### config.mk
export PLATFORM = sky130hd
export DESIGN_NAME = uncache_mem_bridge
export DESIGN_NICKNAME = d
export VERILOG_FILES = /design/src/rtl/uncache_mem_bridge_pkg.sv /design/src/rtl/uncache_lane_align.sv /design/src/rtl/uncache_mem_bridge.sv
export SDC_FILE = /design/constraint.sdc
export NUM_CORES = 1
export LEC_CHECK = 0
export BUFFER_PORTS_ARGS = -buffer_cell sky130_fd_sc_hd__buf_2
export CAP_MARGIN = 0
export CORE_MARGIN = 5
export CORE_UTILIZATION = 45
export DETAILED_ROUTE_END_ITERATION = 7
export HOLD_SLACK_MARGIN = 0.12
export PLACE_DENSITY_LB_ADDON = 0.25
export SLEW_MARGIN = 15
export SYNTH_ARGS = -nofsm -noshare
export SYNTH_HDL_FRONTEND = slang
export SYNTH_SLANG_ARGS = --single-unit
export TNS_END_PERCENT = 1
### constraint.sdc
create_clock -name clk -period 4.65 [get_ports clk]
set_input_delay 0.93 -clock clk [delete_from_list [all_inputs] [get_ports clk]]
set_output_delay 0.93 -clock clk [all_outputs]
set_load 0.03 [all_outputs]
### src/rtl/uncache_mem_bridge_pkg.sv
// Shared definitions for the uncached LSU-to-bus bridge: size codes, FSM encodings and
// byte-lane strobe masks, plus helpers used by the lane aligner.
package uncache_mem_bridge_pkg;

  localparam logic [1:0] SZ_B = 2'd0;
  localparam logic [1:0] SZ_H = 2'd1;
  localparam logic [1:0] SZ_W = 2'd2;
  localparam logic [1:0] SZ_D = 2'd3;

  localparam logic [2:0] ST_IDLE = 3'd0;
  localparam logic [2:0] ST_REQ  = 3'd1;
  localparam logic [2:0] ST_RESP = 3'd2;
  localparam logic [2:0] ST_RET  = 3'd3;
  localparam logic [2:0] ST_ERR  = 3'd4;

  localparam logic [7:0] WSTRB_B = 8'h01;
  localparam logic [7:0] WSTRB_H = 8'h03;
  localparam logic [7:0] WSTRB_W = 8'h0F;
  localparam logic [7:0] WSTRB_D = 8'hFF;

  function automatic logic [7:0] size_mask(input logic [1:0] size);
    logic [7:0] m;
    case (size)
      SZ_B:    m = WSTRB_B;
      SZ_H:    m = WSTRB_H;
      SZ_W:    m = WSTRB_W;
      default: m = WSTRB_D;
    endcase
    return m;
  endfunction

  // Byte mask expanded to a 64-bit bit mask.
  function automatic logic [63:0] data_mask(input logic [1:0] size);
    logic [7:0]  m;
    logic [63:0] d;
    m = size_mask(size);
    for (int i = 0; i < 8; i++) begin
      d[i*8 +: 8] = {8{m[i]}};
    end
    return d;
  endfunction

endpackage

### src/rtl/uncache_lane_align.sv
// Combinational byte-lane logic: misalignment detect, write strobe/data steering and
// read-data shift-down with zero-extension to the access size.
module uncache_lane_align
  import uncache_mem_bridge_pkg::*;
(
  input  logic [1:0]  size,
  input  logic [2:0]  offset,
  input  logic [63:0] wdata,
  input  logic [63:0] rdata,
  output logic        misaligned,
  output logic [7:0]  wstrb,
  output logic [63:0] wdata_lane,
  output logic [63:0] rdata_lane
);

  logic [5:0]  shamt;
  logic [63:0] mask;

  assign shamt = {offset, 3'b000};
  assign mask  = data_mask(size);

  always_comb begin
    misaligned = 1'b0;
    case (size)
      SZ_B:    misaligned = 1'b0;
      SZ_H:    misaligned = offset[0];
      SZ_W:    misaligned = |offset[1:0];
      default: misaligned = |offset;
    endcase
  end

  assign wstrb      = size_mask(size) << offset;
  // Mask before shifting so lanes outside the access always carry zero.
  assign wdata_lane = (wdata & mask) << shamt;
  assign rdata_lane = (rdata >> shamt) & mask;

endmodule

### src/rtl/uncache_mem_bridge.sv
// Converts single LSU uncached accesses into single-beat doubleword bus transactions.
// access_err_o is decoded from registered state so it lands in the completing cycle.
module uncache_mem_bridge
  import uncache_mem_bridge_pkg::*;
#(
  parameter int unsigned BUS_ADDR_WIDTH = 32,
  parameter logic [63:0] ERR_RDATA      = 64'h0
) (
  input  logic                      clk,
  input  logic                      rst_n,
  input  logic                      uncache_mem_vld_i,
  output logic                      uncache_mem_ready_o,
  input  logic                      uncache_mem_write_i,
  input  logic [2:0]                uncache_mem_size_i,
  input  logic [63:0]               uncache_mem_addr_i,
  input  logic [63:0]               uncache_mem_wdata_i,
  output logic                      uncache_mem_resp_vld_o,
  input  logic                      uncache_mem_resp_rdy_i,
  output logic [63:0]               uncache_mem_resp_data_o,
  output logic                      bus_req_vld_o,
  input  logic                      bus_req_rdy_i,
  output logic                      bus_req_write_o,
  output logic [BUS_ADDR_WIDTH-1:0] bus_req_addr_o,
  output logic [7:0]                bus_req_wstrb_o,
  output logic [63:0]               bus_req_wdata_o,
  input  logic                      bus_resp_vld_i,
  output logic                      bus_resp_rdy_o,
  input  logic [63:0]               bus_resp_data_i,
  input  logic                      bus_resp_err_i,
  output logic                      access_err_o
);

  logic [2:0]                state_q, state_d;
  logic                      write_q, write_d;
  logic [1:0]                size_q, size_d;
  logic [2:0]                offset_q, offset_d;
  logic                      err_q, err_d;
  logic                      bus_req_vld_q, bus_req_vld_d;
  logic                      bus_req_write_q, bus_req_write_d;
  logic [BUS_ADDR_WIDTH-1:0] bus_req_addr_q, bus_req_addr_d;
  logic [7:0]                bus_req_wstrb_q, bus_req_wstrb_d;
  logic [63:0]               bus_req_wdata_q, bus_req_wdata_d;
  logic                      resp_vld_q, resp_vld_d;
  logic [63:0]               resp_data_q, resp_data_d;

  logic [1:0]  sel_size;
  logic [2:0]  sel_offset;
  logic        misaligned;
  logic [7:0]  lane_wstrb;
  logic [63:0] lane_wdata;
  logic [63:0] lane_rdata;
  logic        unused_in;

  assign unused_in = ^{uncache_mem_size_i[2], uncache_mem_addr_i[63:BUS_ADDR_WIDTH]};

  // The aligner looks at the incoming request while idle and the latched one afterwards.
  assign sel_size   = (state_q == ST_IDLE) ? uncache_mem_size_i[1:0] : size_q;
  assign sel_offset = (state_q == ST_IDLE) ? uncache_mem_addr_i[2:0] : offset_q;

  uncache_lane_align u_lane_align (
    .size       (sel_size),
    .offset     (sel_offset),
    .wdata      (uncache_mem_wdata_i),
    .rdata      (bus_resp_data_i),
    .misaligned (misaligned),
    .wstrb      (lane_wstrb),
    .wdata_lane (lane_wdata),
    .rdata_lane (lane_rdata)
  );

  always_comb begin
    state_d         = state_q;
    write_d         = write_q;
    size_d          = size_q;
    offset_d        = offset_q;
    err_d           = err_q;
    bus_req_vld_d   = bus_req_vld_q;
    bus_req_write_d = bus_req_write_q;
    bus_req_addr_d  = bus_req_addr_q;
    bus_req_wstrb_d = bus_req_wstrb_q;
    bus_req_wdata_d = bus_req_wdata_q;
    resp_vld_d      = resp_vld_q;
    resp_data_d     = resp_data_q;

    case (state_q)
      ST_IDLE: begin
        if (uncache_mem_vld_i) begin
          write_d  = uncache_mem_write_i;
          size_d   = uncache_mem_size_i[1:0];
          offset_d = uncache_mem_addr_i[2:0];
          err_d    = 1'b0;
          if (misaligned) begin
            state_d = ST_ERR;
            err_d   = 1'b1;
            if (!uncache_mem_write_i) begin
              resp_vld_d  = 1'b1;
              resp_data_d = ERR_RDATA;
            end
          end else begin
            state_d         = ST_REQ;
            bus_req_vld_d   = 1'b1;
            bus_req_write_d = uncache_mem_write_i;
            bus_req_addr_d  = {uncache_mem_addr_i[BUS_ADDR_WIDTH-1:3], 3'b000};
            bus_req_wstrb_d = uncache_mem_write_i ? lane_wstrb : 8'hFF;
            bus_req_wdata_d = uncache_mem_write_i ? lane_wdata : 64'h0;
          end
        end
      end
      ST_REQ: begin
        if (bus_req_rdy_i) begin
          bus_req_vld_d = 1'b0;
          state_d       = ST_RESP;
        end
      end
      ST_RESP: begin
        if (bus_resp_vld_i) begin
          if (write_q) begin
            state_d = ST_IDLE;
          end else begin
            state_d     = ST_RET;
            resp_vld_d  = 1'b1;
            resp_data_d = bus_resp_err_i ? ERR_RDATA : lane_rdata;
            err_d       = bus_resp_err_i;
          end
        end
      end
      ST_RET: begin
        if (uncache_mem_resp_rdy_i) begin
          resp_vld_d = 1'b0;
          state_d    = ST_IDLE;
        end
      end
      ST_ERR: begin
        if (write_q) begin
          state_d = ST_IDLE;
        end else if (uncache_mem_resp_rdy_i) begin
          resp_vld_d = 1'b0;
          state_d    = ST_IDLE;
        end
      end
      default: state_d = ST_IDLE;
    endcase
  end

  always_ff @(posedge clk or negedge rst_n) begin
    if (!rst_n) begin
      state_q         <= ST_IDLE;
      write_q         <= 1'b0;
      size_q          <= 2'd0;
      offset_q        <= 3'd0;
      err_q           <= 1'b0;
      bus_req_vld_q   <= 1'b0;
      bus_req_write_q <= 1'b0;
      bus_req_addr_q  <= '0;
      bus_req_wstrb_q <= 8'h0;
      bus_req_wdata_q <= 64'h0;
      resp_vld_q      <= 1'b0;
      resp_data_q     <= 64'h0;
    end else begin
      state_q         <= state_d;
      write_q         <= write_d;
      size_q          <= size_d;
      offset_q        <= offset_d;
      err_q           <= err_d;
      bus_req_vld_q   <= bus_req_vld_d;
      bus_req_write_q <= bus_req_write_d;
      bus_req_addr_q  <= bus_req_addr_d;
      bus_req_wstrb_q <= bus_req_wstrb_d;
      bus_req_wdata_q <= bus_req_wdata_d;
      resp_vld_q      <= resp_vld_d;
      resp_data_q     <= resp_data_d;
    end
  end

  assign uncache_mem_ready_o     = (state_q == ST_IDLE);
  assign bus_resp_rdy_o          = (state_q == ST_RESP);
  assign uncache_mem_resp_vld_o  = resp_vld_q;
  assign uncache_mem_resp_data_o = resp_data_q;
  assign bus_req_vld_o           = bus_req_vld_q;
  assign bus_req_write_o         = bus_req_write_q;
  assign bus_req_addr_o          = bus_req_addr_q;
  assign bus_req_wstrb_o         = bus_req_wstrb_q;
  assign bus_req_wdata_o         = bus_req_wdata_q;

  // Completion cycles: misaligned store drop, store bus-error ack, load handshake with error.
  always_comb begin
    access_err_o = 1'b0;
    case (state_q)
      ST_ERR:  access_err_o = write_q | uncache_mem_resp_rdy_i;
      ST_RET:  access_err_o = err_q & uncache_mem_resp_rdy_i;
      ST_RESP: access_err_o = write_q & bus_resp_vld_i & bus_resp_err_i;
      default: access_err_o = 1'b0;
    endcase
  end

endmodule

# [After elaboration in Yosys (flattened, before gate mapping)]
# Index checks and enable logic that the tools add are counted.
[word_totals] reg_bits=178 in_bits=203 elab_cells=89
[op_classes] n_eq_ne=14 n_shift=3 muxes=39 n_bitwise=7 n_reduce_logical=14
[ops] op="$mux 64" count=7
[ops] op="$and 64x64->64" count=2
[ops] op="$pmux 64 s2" count=1
[ops] op="$shl 64x6->64" count=1
[ops] op="$shr 64x6->64" count=1
[ops] op="$pmux 8 s3" count=1
[ops] op="$mux 3" count=7
[ops] op="$pmux 3 s5" count=1
[ops] op="$mux 1" count=14
[ops] op="$ne 2x2->1 const B" count=7
[ops] op="$mux 8" count=1
[ops] op="$reduce_and 4->1" count=2
[ops] op="$shl 8x3->8" count=1
[ops] op="$reduce_and 7->1" count=1
[ops] op="$eq 3x2->1 const B" count=2
[ops] op="$pmux 1 s3" count=2
[ops] op="$reduce_and 3->1" count=2
[ops] op="$reduce_and 6->1" count=1
[ops] op="$mux 2" count=2
[ops] op="$pmux 1 s2" count=2
[ops] op="$pmux 1 s4" count=1
[ops] op="$reduce_bool 2->1" count=2
[ops] op="$reduce_bool 4->1" count=1
[ops] op="$and 1x1->1" count=3
[ops] op="12 further kinds" count=12

# [Logic depth before layout (Yosys ltp)]
# Gate-level depths: netlist of run 1.
[depth] ltp_word=9 mapped_depth=11

# [Hierarchy]
# Synthesis of run 1 repeated with hierarchy kept, for this count alone.
[unflattened] cells_unflattened=1288 area_unflattened_um2=11329.6
[by_module_without_submodules] module="uncache_mem_bridge" instances=1 cells_per_inst=732 area_per_inst_um2=7702.4 seq_area_each_um2=4454.3
[by_module_without_submodules] module="uncache_lane_align" instances=1 cells_per_inst=556 area_per_inst_um2=3627.2 seq_area_each_um2=0.0

# [Worst setup path after synthesis of run 1]
# OpenSTA, ideal clock, no wires.
[synth_timing] kind="input-to-reg" from="input uncache_mem_addr_i[0]" to="register bus_req_wdata_q[59], in the netlist bus_req_wdata_o[59]" arrival_time_ns=2.724 slack_ns=1.800 stages=7 n_path_buf=2 cell_sequence="or4b_1 buf_2 nand2_1 buf_4 mux4_2 and2_1 a221o_1"
[synth_via] elab_chain_len=5
[synth_lines] element="start: declaration" line_no="uncache_mem_bridge.sv:15" source="input logic [63:0] uncache_mem_addr_i,"
[synth_lines] element="$mux 3 *" line_no="uncache_mem_bridge.sv:58" source="assign sel_offset = (state_q == ST_IDLE) ? uncache_mem_addr_i[2:0] : offset_q;"
[synth_lines] element="parallel branches: the longest is 4 deep, another holds $shl 64x6->64"
[synth_lines] element="end signal: assignment" line_no="uncache_mem_bridge.sv:169" source="bus_req_wdata_q <= bus_req_wdata_d;"
[synth_lines] element="end: declaration" line_no="uncache_mem_bridge.sv:42" source="logic [63:0] bus_req_wdata_q, bus_req_wdata_d;"
# Mark *: on every way between the ends.
# A chain may end at the register's enable or synchronous reset.

# [Worst setup path in the final report of run 1]
[layout_timing] from="register state_q[2]" to="register resp_data_q[55], in the netlist uncache_mem_resp_data_o[55]"
[layout_via] elab_chain_len=9
[layout_lines] element="start: declaration" line_no="uncache_mem_bridge.sv:33" source="logic [2:0] state_q, state_d;"
[layout_lines] element="start signal: assignment" line_no="uncache_mem_bridge.sv:160" source="state_q <= state_d;"
[layout_lines] element="parallel branches: the longest is 9 deep, another holds $shr 64x6->64"
[layout_lines] element="end signal: assignment" line_no="uncache_mem_bridge.sv:171" source="resp_data_q <= resp_data_d;"
[layout_lines] element="end: declaration" line_no="uncache_mem_bridge.sv:44" source="logic [63:0] resp_data_q, resp_data_d;"
# Several ways; the timed one is not identified. The select of a mux whose other input is x is not followed.

==> results.sh, run 1 <==
export IMPL_status="finished, final reports clean"
export IMPL_synth_area_per_cell_um2=9.85
export IMPL_yosys_warnings=0
export IMPL_area_delta_synth_final_pct=25.9
export IMPL_fin_crit_ns=3.47
export IMPL_clock_latency_ns=0.43
export IMPL_place_ws_ns=0.926
export IMPL_cts_root_buf="clkbuf_16"
export IMPL_ys_seq_area_share_pct=45.4
export IMPL_ctsResizeCount=0
export IMPL_gr_total_overflow=0
export IMPL_min_from="bus_req_addr_o[31]"
export IMPL_track_usage_pct=28.5
export IMPL_async_flop_share_pct=100
export IMPL_layout_setup_ws_ns=1.18
export IMPL_endpoint_kind="register"
export IMPL_finalHoldViolCount=0
export IMPL_fin_cells=1597
export IMPL_avgRoutedWirePerCell_um=23.2
export IMPL_critPathLaunch="state_q[2]"
export IMPL_antenna_found_initial=4
export IMPL_place_inst=1560
export IMPL_gp_congestion=0.928
export IMPL_io_buffers=340
export IMPL_synthFlopType="dfrtp_1"
export IMPL_power_density_nw_per_um2=784
export IMPL_cts_hold_buf=0
export IMPL_syn_inst=997
export IMPL_max_freq_mhz=288
export IMPL_dieHeight_um=158
export IMPL_worstPathMaxFanout=19
export IMPL_rsz0062_at_grt="false"
export IMPL_synth_area_um2=9820
export IMPL_hold_ws_ns=0.473
export IMPL_tns_ns=0
export IMPL_nFillCells=1986
export IMPL_initial_core_util_pct=45.3
export IMPL_synth_top_area_share_pct=45.4
export IMPL_maxSlewViolCount=0
export IMPL_finalClockSkew_ns=0.0185
export IMPL_drc=0
export IMPL_drt_iter0_drc=1170
export IMPL_die_w_um=158
export IMPL_drt_wl_total_mm=37.0
export IMPL_synth_top_area_cell="dfrtp_1"
export IMPL_hpwl_mm=27.1
export IMPL_ant_nets=0
export IMPL_slew_headroom_pct=23.2
export IMPL_synth_seq_cells=178
export IMPL_hold_class="reg -> reg"
export IMPL_post_cts_buffers=0
export IMPL_worstMarginPinSlew_ns=1.15
export IMPL_cp_required_ns=4.99
export IMPL_io_pins=377
export IMPL_clkSlewWorstSetupHoldPaths_ns=0.08
export IMPL_grt_pass1_wl_mm=55.1
export IMPL_core_area_um2=21700
export IMPL_rows=54
export IMPL_cts_tree="built"
export IMPL_grt_max_degree=98
export IMPL_numCtsBuffers=17
export IMPL_synth_edf_count=0
export IMPL_r2r_start="state_q[2]"
export IMPL_leakage_nw=6.35
export IMPL_grt_pass1_vias=9601
export IMPL_synth_distinct_cells=66
export IMPL_htreeDepth=4
export IMPL_drt_first_pass_iters=5
export IMPL_final_nets=1502
export IMPL_clock_sinks=178
export IMPL_setup_viol_count_final=0
export IMPL_drv_cap=0
export IMPL_clockBufferDepth=2
export IMPL_arrival_ns=3.81
export IMPL_synthTopCellsByArea="dfrtp_1, mux2i_1, nand2_1"
export IMPL_drive_above_1_share_pct=32.9
export IMPL_yosysMostFrequentCell="dfrtp_1"
export IMPL_synth_common_cells="dfrtp_1, nand2_1, mux2i_1, clkbuf_1, a221o_1"
export IMPL_path_class="reg -> reg"
export IMPL_die_area_um2=24900
export IMPL_vias=9934
export IMPL_ir_drop_mv=0.417
export IMPL_fin_crit_sh_pct=74.7
export IMPL_vias_per_cell=6.22
export IMPL_crit_path_start_kind="register"
[final timing paths]
path | to | slack [ns] | depth (start not counted)
worst min-delay path | bus_req_addr_o[31] | 0.47 | 2
worst min register to register | bus_req_addr_o[31] | 0.47 | 2
min in group asynchronous | uncache_mem_resp_data_o[47] | 0.61 | 1
worst max register to register | uncache_mem_resp_data_o[55] | 1.18 | 6
worst max-delay path | uncache_mem_resp_data_o[55] | 1.18 | 6
max in group asynchronous | uncache_mem_resp_data_o[11] | 3.08 | 2
[critical path, stage by stage, from the launching register on]
cell       delay (ns)
dfrtp_1          0.63
or3_1            0.66
inv_2            0.26
mux2_2           0.48
nor2_1           0.55
nand2_1          0.50
o2bb2ai_1        0.30
[power by group]
| part | internal, mW | total, mW | switching [mW] |
|---|---|---|---|
| clock | 0.726 | 1.45 | 0.726 |
| combinational | 1.89 | 5.78 | 3.89 |
| sequential | 2.09 | 2.46 | 0.370 |
[placed cells by master (no fill, tap or decap), drive strengths merged, types with 3 or more instances in the layout]
cell / instances
or2: 3
o22ai: 32
inv: 15
o22a: 5
dfrtp: 178
a32o: 13
a31oi: 9
o211ai: 3
mux2i: 65
o21bai: 3
o21ai: 30
and3: 23
o21a: 4
a21o: 7
o2bb2ai: 19
nand2: 172
a211oi: 27
nor4b: 3
mux2: 4
clkbuf: 17
and2: 20
nand2b: 10
a221o: 43
or3: 5
a21oi: 29
a221oi: 8
a22o: 40
a22oi: 22
mux4: 11
o221ai: 3
diode: 5
nor3: 9
nor2: 42
nand3: 24
buf: 366
a32oi: 3
a2111oi: 5
clkinv: 7
conb: 3
nor4: 3
[layer usage]
| metal | vias to the layer above | global-route usage [%] | wire length, um | part of all wire (%) |
|---|---|---|---|---|
| met5 | - | 0 | 0 | 0 |
| li1 | 4432 | - | - | - |
| met2 | 558 | 45.6 | 17500 | 47 |
| met4 | 0 | 10.2 | 1180 | 3.2 |
| met3 | 82 | 5.33 | 3250 | 8.8 |
| met1 | 4862 | 38.9 | 15000 | 41 |
[registers in the layout, indices dropped and copies added (netlist names)]
| name | cells |
|---|---|
| size_q | 2 |
| bus_req_addr_o | 29 |
| bus_req_wstrb_o | 8 |
| uncache_mem_resp_vld_o | 1 |
| bus_req_write_o | 1 |
| bus_req_vld_o | 1 |
| offset_q | 3 |
| uncache_mem_resp_data_o | 64 |
| state_q | 3 |
| write_q | 1 |
| err_q | 1 |
| bus_req_wdata_o | 64 |
[logic make-up (layout without fill, tap and decap cells)]
family          count (synthesis)  in the layout  share of synthesized area (%)
other cells                     1              8                         0.0382
simple gates                  320            320                           14.9
mux                            80             80                           9.61
compound gates                325            325                           25.7
flops                         178            178                           45.4
buf+inv                        93            406                           4.37
[metrics by stage]
stage / util (%) / power [mW] / area, um2
final: 57.0 / 9.69 / 12400
after global placement: 54.2 / 8.08 / 11800
after detailed placement: 54.2 / 8.17 / 11800
after global routing: 57.0 / 10.2 / 12400
after CTS: 56.9 / 9.64 / 12300
after floorplan: - / 6.53 / 9830
[layout make-up]
class | instances | area, um2 | area share [%]
multi-input cells | 728 | 4990 | 40.4
diodes | 5 | 12.5 | 0.101
inverters | 8 | 30.0 | 0.243
repair buffers | 366 | 1930 | 15.6
well taps | 280 | 350 | 2.83
clock buffers | 17 | 425 | 3.44
clock inverters | 15 | 168 | 1.36
flip-flops and latches | 178 | 4450 | 36.0
Note: power is estimated with default switching activity, not from simulation.
==> run 2: changes to the inputs <==
ABC_AREA = 1   (was default)
clock period = 3.6 ns   (was 4.65 ns; I/O delays follow)
==> run 2 against run 1 <==
Effect of this change:
- combinational power increased by 68%
- worst setup slack got worse by 0.59 ns
- count of clock-buffer cells in the layout increased by 1
- synthesized cell count increased by 78%
- via count increased by 30%
- clock power increased by 37%
- total power increased by 52%
- critical path depth increased by 5
- first-iteration DRC count increased by 42%
- flip-flop and latch count unchanged
- hold slack got worse by 0.16 ns
==> results.sh, run 2 <==
export IMPL_crit_family="simple AND/OR/NAND/NOR gates"
export IMPL_worstPathMaxFanout=21
export IMPL_die_w_um=170
export IMPL_cts_root_buf="clkbuf_16"
export IMPL_crit_end="uncache_mem_resp_data_o[26]"
export IMPL_p_int_mw=6.22
export IMPL_post_cts_buffers=0
export IMPL_r2r_slack_ns=0.59
export IMPL_synth_edf_count=0
export IMPL_dieHeight_um=170
export IMPL_ys_seq_area_share_pct=38.6
export IMPL_r2r_start="state_q[0]"
export IMPL_cts_tree="built"
export IMPL_cp_required_ns=3.98
export IMPL_crit_slowest_cell="nor2_2"
export IMPL_htreeDepth=4
export IMPL_syn_inst=1770
export IMPL_swShare_pct=57.8
export IMPL_vias=12900
export IMPL_synth_top_area_cell="dfrtp_1"
export IMPL_hpwl_mm=32.1
export IMPL_layout_setup_ws_ns=0.589
export IMPL_final_nets=2246
export IMPL_antenna_found_initial=5
export IMPL_combinationalPowerShare_pct=65.8
export IMPL_core_area_um2=25300
export IMPL_setup_viol_count_final=0
export IMPL_vias_per_cell=5.40
export IMPL_clockBufferDepth=2
export IMPL_ctsResizeCount=0
export IMPL_clkPwrFrac_pct=13.5
export IMPL_maxSlewViolCount=0
export IMPL_final_common_cell="nand2_1"
export IMPL_drt_first_pass_iters=6
export IMPL_numCtsBuffers=17
export IMPL_nFillCells=2580
export IMPL_rows=58
export IMPL_synthFlopType="dfrtp_1"
export IMPL_drv_cap=0
export IMPL_arrival_ns=3.39
export IMPL_rsz0062_at_grt="false"
export IMPL_drc=0
export IMPL_clock_latency_ns=0.44
export IMPL_track_usage_pct=29.3
export IMPL_path_class="reg -> reg"
export IMPL_clock_sinks=178
export IMPL_async_flop_share_pct=100
export IMPL_crit_path_max_incr_delay_ns=0.77
export IMPL_final_util_pct=55.0
export IMPL_fin_crit_sh_pct=83.6
export IMPL_path_buf_inv=1
export IMPL_avgRoutedWirePerCell_um=18.3
export IMPL_p_seq_share_pct=20.7
export IMPL_io_pins=377
export IMPL_critPathLaunch="state_q[0]"
export IMPL_grt_pass1_wl_mm=67.1
export IMPL_worstPathCellList="nor2_4 -> nand2_4 -> nand2_4 -> nand2_4 -> nor2_2 -> nand2_1 -> a21oi_1 -> nand2_1 -> inv_1 -> nand3_1 -> nand2_1"
export IMPL_cts_hold_buf=0
export IMPL_ir_drop_mv=0.579
export IMPL_area_delta_synth_final_pct=20.4
export IMPL_hold_class="in -> async"
export IMPL_drive_above_1_share_pct=22.5
export IMPL_slew_headroom_pct=34.3
export IMPL_synth_distinct_cells=37
export IMPL_synth_top_area_share_pct=38.6
export IMPL_clkSlewWorstSetupHoldPaths_ns=0.08
export IMPL_cp_depth=11
export IMPL_synth_common_cells="nand2_1, nand3_1, dfrtp_1, inv_1, nor2_1"
export IMPL_drt_iter0_drc=1662
export IMPL_finalHoldViolCount=0
export IMPL_gp_congestion=0.963
export IMPL_gr_total_overflow=0
export IMPL_ant_nets=0
export IMPL_worstMarginPinSlew_ns=0.985
export IMPL_power_density_nw_per_um2=1060
export IMPL_status="finished, final reports clean"
export IMPL_grt_pass1_vias=12300
export IMPL_max_freq_mhz=332
export IMPL_initial_core_util_pct=45.7
export IMPL_fin_crit_ns=3.01
export IMPL_mostFrequentLayoutCells="nand2_1, buf_2, nand3_1"
export IMPL_yosysMostFrequentCell="nand2_1"
export IMPL_endpoint_kind="register"
export IMPL_drt_wl_total_mm=43.6
export IMPL_p_total_mw=14.7
export IMPL_switching_power_mw=8.51
export IMPL_grt_max_degree=90
export IMPL_synth_seq_cells=178
export IMPL_leakage_nw=8.20
export IMPL_synth_area_um2=11500
export IMPL_yosys_warnings=0
export IMPL_r2r_end="uncache_mem_resp_data_o[26]"
export IMPL_synthTopCellsByArea="dfrtp_1, nand2_1, nand3_1"
export IMPL_crit_path_start_kind="register"
export IMPL_tns_ns=0
export IMPL_die_area_um2=29000
export IMPL_place_ws_ns=0.684
export IMPL_io_buffers=340
export IMPL_r2r_cells=11
export IMPL_synth_area_per_cell_um2=6.52
export IMPL_finalClockSkew_ns=0.0135
## run 2: changes by cell type in the layout (fill, tap and decap cells not counted), sizes merged, moves of 31 or more
cell   previous run  this run
a221o            43         0
o22ai            32         1
inv              15       121
nand3            24       341
a22o             40         0
nor2             42        97
mux2i            65         0
nand2           172       800
## run 2: power groups by stage
stage | combinational, mW | sequential, mW | clock, mW
floorplan | 6.06 | 4.19 | 0
finish | 9.69 | 3.05 | 1.99
global route | 10.6 | 3.12 | 2.10
CTS | 9.59 | 3.04 | 2.02
detailed placement | 9.57 | 3.07 | 0
global placement | 9.48 | 3.06 | 0
## run 2: worst min path at each step
stage          depth (start not counted)  slack, ns             endpoint                from
2_1_floorplan                          0       0.42   bus_req_addr_o[10]               rst_n
3_3_place_gp                           2       0.46   bus_req_addr_o[18]  bus_req_addr_o[18]
3_5_place_dp                           2       0.46    bus_req_addr_o[8]   bus_req_addr_o[8]
4_1_cts                                1       0.35  bus_req_wdata_o[57]               rst_n
5_1_grt                                1       0.38  bus_req_wdata_o[49]               rst_n
6_report                               1       0.31  bus_req_wdata_o[57]               rst_n
## run 2: metrics by stage
step	hold slack, ns	instance area (um2)	std cells
6_report	0.309	13900	2387
3_5_place_dp	0.460	13300	2354
2_1_floorplan	0.424	11600	1772
4_1_cts	0.346	13900	2386
5_1_grt	0.376	13900	2387
3_3_place_gp	0.457	13300	2354
## run 2: cell families after synthesis
group	share of synthesized area, %
simple gates	46.3
compound gates	5.19
flops	38.6
other cells	0.0325
buf+inv	9.87
## run 2: final cells by class
| cell class | instances | area (um2) | share of cell area [%] |
|---|---|---|---|
| multi-input cells | 1359 | 6000 | 43.2 |
| flip-flops and latches | 178 | 4450 | 32.0 |
| repair buffers | 371 | 1970 | 14.1 |
| clock buffers | 18 | 439 | 3.16 |
| inverters | 116 | 439 | 3.16 |
| well taps | 330 | 413 | 2.97 |
| clock inverters | 14 | 188 | 1.35 |
| diodes | 1 | 2.50 | 0.0180 |
## run 2: layer usage
metal  vias up  part of all wire (%)  track usage (%)
met5         -                  0.16                0
met4         8                   4.5             13.5
met3       112                   9.2             5.69
met2       707                    47             47.6
met1      5908                    39             38.0
li1       6162                     -                -
